--- src/rtl/vector_op_sequencer.sv ---
// Vector instruction sequencer: latches a decoded vector op and issues one
// element op per lane handshake to the shared scalar ALU, stalling decode meanwhile.
module vector_op_sequencer #(
  parameter int unsigned VLEN  = 8,
  parameter int unsigned IDX_W = $clog2(VLEN),
  parameter int unsigned REG_W = 4,
  parameter int unsigned CNT_W = 16
) (
  input  logic             clk,
  input  logic             rst,
  input  logic             issue_valid,
  input  logic [15:0]      control_signals,
  input  logic [REG_W-1:0] rd,
  input  logic [REG_W-1:0] rs1,
  input  logic [REG_W-1:0] rs2,
  input  logic             flush,
  output logic             issue_ready,
  output logic             stall,
  output logic             lane_valid,
  input  logic             lane_ready,
  output logic [IDX_W-1:0] lane_idx,
  output logic [3:0]       lane_aluop,
  output logic [REG_W-1:0] lane_rd,
  output logic [REG_W-1:0] lane_rs1,
  output logic [REG_W-1:0] lane_rs2,
  output logic             busy,
  output logic             done,
  output logic [CNT_W-1:0] vec_ops_count
);

  typedef enum logic [1:0] {
    IDLE = 2'd0,
    RUN  = 2'd1,
    DONE = 2'd2
  } state_t;

  localparam logic [IDX_W-1:0] LAST_IDX = IDX_W'(VLEN - 1);

  state_t           state, state_nxt;
  logic [IDX_W-1:0] idx, idx_nxt;
  logic             vec_issue;
  logic             lane_fire;
  logic             ctrl_unused;

  // Only the vector flag and aluOp are consumed here; the rest of the word
  // belongs to the scalar datapath.
  assign ctrl_unused = ^{control_signals[15:10], control_signals[8:4]};

  assign vec_issue = issue_valid & control_signals[9] & ~flush;
  assign lane_fire = lane_valid & lane_ready;

  always_ff @(posedge clk or posedge rst) begin
    if (rst) begin
      state <= IDLE;
      idx   <= '0;
    end else begin
      state <= state_nxt;
      idx   <= idx_nxt;
    end
  end

  always_comb begin
    state_nxt = state;
    idx_nxt   = idx;
    case (state)
      IDLE: begin
        if (vec_issue) begin
          state_nxt = RUN;
          idx_nxt   = '0;
        end
      end
      RUN: begin
        if (flush) begin
          state_nxt = IDLE;
          idx_nxt   = '0;
        end else if (lane_fire) begin
          if (idx == LAST_IDX) state_nxt = DONE;
          else                 idx_nxt   = idx + IDX_W'(1);
        end
      end
      DONE: begin
        state_nxt = IDLE;
        if (flush) idx_nxt = '0;
      end
      default: begin
        state_nxt = IDLE;
        idx_nxt   = '0;
      end
    endcase
  end

  always_ff @(posedge clk or posedge rst) begin
    if (rst) begin
      lane_aluop <= '0;
      lane_rd    <= '0;
      lane_rs1   <= '0;
      lane_rs2   <= '0;
    end else if (state == IDLE && vec_issue) begin
      lane_aluop <= control_signals[3:0];
      lane_rd    <= rd;
      lane_rs1   <= rs1;
      lane_rs2   <= rs2;
    end
  end

  // A flush landing on the DONE cycle cancels both the pulse and the count.
  always_ff @(posedge clk or posedge rst) begin
    if (rst) begin
      vec_ops_count <= '0;
    end else if (state == DONE && !flush && vec_ops_count != '1) begin
      vec_ops_count <= vec_ops_count + CNT_W'(1);
    end
  end

  assign busy        = (state != IDLE);
  assign issue_ready = (state == IDLE);
  assign lane_valid  = (state == RUN);
  assign lane_idx    = idx;
  assign done        = (state == DONE) & ~flush;
  assign stall       = busy | vec_issue;

endmodule

--- config.mk ---
export PLATFORM = sky130hd
export DESIGN_NAME = vector_op_sequencer
export DESIGN_NICKNAME = d
export VERILOG_FILES = /design/src/rtl/vector_op_sequencer.sv
export SDC_FILE = /design/constraint.sdc
export NUM_CORES = 1
export LEC_CHECK = 0
export ABC_CLOCK_PERIOD_IN_PS = 2100
export CELL_PAD_IN_SITES_DETAIL_PLACEMENT = 2
export CELL_PAD_IN_SITES_GLOBAL_PLACEMENT = 2
export CORE_ASPECT_RATIO = 0.75
export CORE_MARGIN = 1.5
export CORE_UTILIZATION = 25
export DETAILED_ROUTE_END_ITERATION = 12
export PLACE_DENSITY = 0.88
export REMOVE_ABC_BUFFERS = 1
export SKIP_LAST_GASP = 1
export SLEW_MARGIN = 20
export SYNTH_ARGS = -nofsm -noshare
export SYNTH_HDL_FRONTEND = slang
export SYNTH_SLANG_ARGS = --single-unit
--- constraint.sdc ---
create_clock -name clk -period 2.1 [get_ports clk]
set_input_delay 0.42 -clock clk [delete_from_list [all_inputs] [get_ports clk]]
set_output_delay 0.42 -clock clk [all_outputs]
set_load 0.01 [all_outputs]
* After elaboration in Yosys (flattened, before gate mapping)
Cells that the tools add are included.
** Word-level totals
- Register bits after elaboration :: 37
- Output and inout port bits :: 40
- Word-level logic and storage cells :: 43
** Operators by class
- Add/sub/neg operators :: 2
- Eq/ne operators :: 9
- Muxes and demuxes :: 11
- Bitwise logic cells :: 6
- Reductions and logical operators :: 8
** Operators by type and width (count)
- adder 16 x 1 -> 16 bit (second input constant) :: 1
- inequality test 16 bit (second input constant) :: 1
- two-way mux 3 bit :: 5
- case mux 3 bit (3 select lines) :: 1
- two-way mux 2 bit :: 4
- inequality test 3 x 2 -> 1 bit (second input constant) :: 2
- bitwise AND 1 bit :: 4
- case mux 2 bit (2 select lines) :: 1
- AND reduction 4 bit :: 1
- adder 3 x 1 -> 3 bit (second input constant) :: 1
- equality test 3 bit (second input constant) :: 1
- logical AND 1 bit :: 3
- inequality test 3 bit (second input constant) :: 1
- AND reduction 3 bit :: 1
- equality test 2 x 1 -> 1 bit (second input constant) :: 1
- equality test 2 bit (second input constant) :: 1
- logical NOT 2 bit :: 1
- inequality test 2 x 1 -> 1 bit (second input constant) :: 1
- inequality test 2 bit (second input constant) :: 1
- nonzero test 2 bit :: 1
- logical NOT 1 bit :: 1
- NOT 1 bit :: 1
- bitwise OR 1 bit :: 1

* Depth between registers and ports, before layout
- Depth in word-level cells :: 5
- Gate-level depth with buffers :: 6

* Worst setup path before layout
OpenSTA, ideal clock, no wires.
- Kind :: reg-to-reg
- From :: register state[0]
- To :: register lane_aluop[3]
- Data arrival time :: 1.683 ns
- Required time :: 1.975 ns
- Slack :: 0.292 ns
- Stages on the path, launching flop included :: 6
- Path buffers :: 1
- Cells stage by stage :: dfrtp_1 nor2_1 inv_1 nor2_2 buf_2 mux2_2
** On the way
- Cells in the longest elaborated chain, start to end :: 2
** Ends and longest elaborated chain
- start: declaration :: RTL line 39 : state_t state, state_nxt;
- start signal: assignment :: RTL line 57 : state <= state_nxt;
- logical NOT 2 bit
- named net issue_ready :: RTL line 17 : output logic issue_ready,
- logical AND 1 bit :: RTL line 98 : end else if (state == IDLE && vec_issue) begin
- end signal: assignment :: RTL line 99 : lane_aluop <= control_signals[3:0];
- end: declaration :: RTL line 22 : output logic [3:0] lane_aluop,
The timed path passes the listed nets, and every way through them passes these cells.
A chain may end at the register's enable or synchronous reset.

* Final worst setup path
- From :: register state[0]
- To :: output busy
** On the way
- Cells in the longest elaborated chain, start to end :: 1
** Ends and longest elaborated chain
- nonzero test 2 bit :: RTL line 115 : assign busy = (state != IDLE);
- end: declaration :: RTL line 26 : output logic busy,
No other way between the ends.

==> metrics.csv <==
stage,metric,value,unit
worst_setup_path,timing.rr.end,vec_ops_count[1],
yosys,synthCells,135,
sta,min_period,1.951,ns
floorplanning,die-area,0.007274,mm^2
clock_tree,htreeDepth,2,
sta,final-setup-viol-count,0,
clock_tree,clock_latency,0.29,ns
routing,wl,4580,um
sta,tightest_slew,0.4840,ns
layout,nets,249,
layout,seqCellArea,925.9,um^2
yosys,synth-seq-cells,37,
worst_hold_path,hp-class,flop to flop,
routing,ant_nets,0,
worst_setup_path,r2r_slack,0.32,ns
grt,track_usage,13.45,%
sta,finalCritPeriodShare,92.90,%
clock_tree,cts_made_buffers,5,
grt,antenna_found_initial,0,
yosys,seq_area_frac_synth,54.73,%
yosys,synth_cell_type_count,31,
routing,wire_per_inst,15.53,um
clock_tree,root_buffer,clkbuf_8,
sta,slew_viol_final,0,
worst_setup_path,worst_ep_arrival_time,1.53,ns
worst_hold_path,hold_path.startpoint,vec_ops_count[15],
yosys,ys_top_cells_by_area,"dfrtp_1 55%, mux2_2 12%, xor2_1 5.7%",
routing,viasPerCell,4.563,
grt,grt_overflow_total,0,
layout,stdcell_count,295,
grt,grt_pass1_vias,1523,
power,p_leak,0.001185,uW
floorplanning,rows,25,
grt,grt_pass1_wl,7569,um
sta,rsz0062_at_grt,no,
worst_setup_path,reg2reg_depth,5,
routing,first_iter_violations,18,
run,maxCapViolations,0,
layout,drive_gt1_share,21.50,%
sta,skew,0.008740,ns
worst_setup_path,end_kind,primary output,
place,portBuffers,61,
routing,vias,1346,
worst_setup_path,crit_fanout,4,
layout,multi_input_area,737.0,um^2
layout,antenna_cells,0,
sta,finalHoldViolations,0,
clock_tree,clock_sinks,37,
place,dp_hpwl,3522,um
clock_tree,cts_tree,yes,
yosys,ys_warn_count,0,
worst_setup_path,critPathKind,flop to primary output,
power,peakVddDrop,0.2177,mV
floorplanning,dieHeight,74.24,um
sta,slew_headroom,67.73,%
yosys,synth_top_area_share,54.73,%
clock_tree,cts_hold_buf,0,
worst_setup_path,critPathLaunchType,flop,
layout,fillerInstances,667,
grt,grt_start_max_net_pins,38,
yosys,async_flop_share,100.0,%
yosys,synth_edf_count,0,
power,power_density,668.9,mW/mm^2
worst_hold_path,min_to,vec_ops_count[15],
place,gp_congestion,0.7520,
clock_tree,clk_pin_slew_worst_paths,0.08,ns
floorplanning,start_util,26.38,%
routing,drc_errors,0,
yosys,synth_area,0.001692,mm^2
worst_setup_path,r2r-start,vec_ops_count[0],
yosys,synth_top_area_cell,dfrtp_1,
worst_hold_path,hold_depth,1,
floorplanning,ios,73,
routing,first_pass_iters,3,
worst_setup_path,required,1.68,ns
floorplanning,fp.dieW,97.99,um
layout,area_growth,53.11,%
run_status,outcome,completed,
place,dpl.cell_count,287,
sta,fmax,512.6,MHz
yosys,synth.avg_cell_area,12.53,um^2
floorplanning,coreArea,0.006412,mm^2
layout,final_core_utilization,40.39,%
clock_tree,clockBufferDepth,2,
yosys,synthFlopType,dfrtp_1,
worst max-delay path by stage:
stage	slack [ns]	cells after the start	from	end
final	0.15	3	state[0]	busy
after global routing	0.06	3	state[0]	busy
after CTS	0.09	2	state[0]	lane_valid
after detailed placement	-0.18	4	flush	stall
after global placement	-0.12	7	flush	vec_ops_count[9]
after floorplan	0.28	4	state[0]	lane_aluop[0]
per-stage QoR:
stage,setup slack (ns),total power (uW),area (um^2),setup TNS [ns],hold slack (ns)
6_report,0.1491,1732,2590,0,0.5029
5_1_grt,0.05758,1818,2590,0,0.5349
4_1_cts,0.09228,1766,2587,0,0.5032
3_5_place_dp,-0.1809,1223,2494,-2.072,0.4909
3_3_place_gp,-0.1211,1202,2494,-0.6389,0.4881
2_1_floorplan,0.2816,974.0,1687,0,0.5213
placed cells by master, fill, tap and decap left out, drive strengths merged, types with 3 or more instances in the layout:
master,netlist,final
mux2,19,19
inv,7,7
buf,1,11
nor2b,4,4
a31oi,3,3
o21ai,3,3
nor4,5,5
nor2,4,4
nand4,6,6
dfrtp,37,37
ha,3,3
nand3,3,3
nor3,6,6
clkdlybuf4s50,0,59
clkbuf,0,6
nand2,9,9
xor2,11,11
worst max-delay path, cell delays in order, from the launching register on:
cell	delay (ns)
dfrtp_1	0.43
nor2_1	0.22
inv_1	0.10
clkdlybuf4s50_1	0.49
logic make-up after synthesis:
logic type / synth area share (%)
muxes: 14.05
DFF: 54.73
xor gates and xnor gates: 6.213
adders and majority gates: 2.219
buffers and inverters: 1.849
and+or+nand+nor: 17.01
AOI/OAI and AO/OA: 3.920
flip-flops by register name (all words and copies together) (netlist names):
| signal | count |
|---|---|
| lane_idx | 3 |
| lane_rs1 | 4 |
| lane_rd | 4 |
| vec_ops_count | 16 |
| lane_aluop | 4 |
| lane_rs2 | 4 |
| state | 2 |
Yosys cell counts (2+ instances only):
cell     count
a31oi_1      2
inv_1        7
mux2i_1      2
dfrtp_1     37
o21ai_0      3
nand3_1      3
nand2_1      9
nor2_1       3
mux2_2      18
nor4_1       4
ha_1         3
xor2_1      11
and3_1       2
nand4_1      5
a21oi_1      2
nor2b_1      4
nor3_1       6
cell type report:
class,count,share of cell area (%)
sequential,37,35.75
multi-input combinational,90,28.45
timing repair buffer,72,27.15
tap,81,3.913
clock buffer,6,3.188
inverter,7,1.014
clock inverter,2,0.5314
metal layers:
layer / part of all wire [%] / vias up / wire length (um) / global-route usage [%]
li1: - / 631 / - / -
met1: 44 / 676 / 2032 / 16.65
met2: 50 / 34 / 2281 / 23.68
met3: 4.5 / 5 / 208 / 2.914
met4: 1.2 / 0 / 56 / 4.762
met5: 0 / - / 0 / 0
repair_timing:
| item | CTS | global route |
|---|---|---|
| setup buffers | 0 | 0 |
| endpoints found under the hold margin | 0 | 0 |
| gates resized for setup | 2 | 1 |
| cloned | 0 | 0 |
| endpoints found under the setup margin | 2 | 1 |
power breakdown:
part	switching (uW)	leakage, uW	total, uW	internal, uW
combinational	133	0.000657	369	236
sequential	40.5	0.000477	827	787
clock	270	0.0000512	536	266
total	443	0.00118	1730	1290
Note: power is estimated with default switching activity, not from simulation.
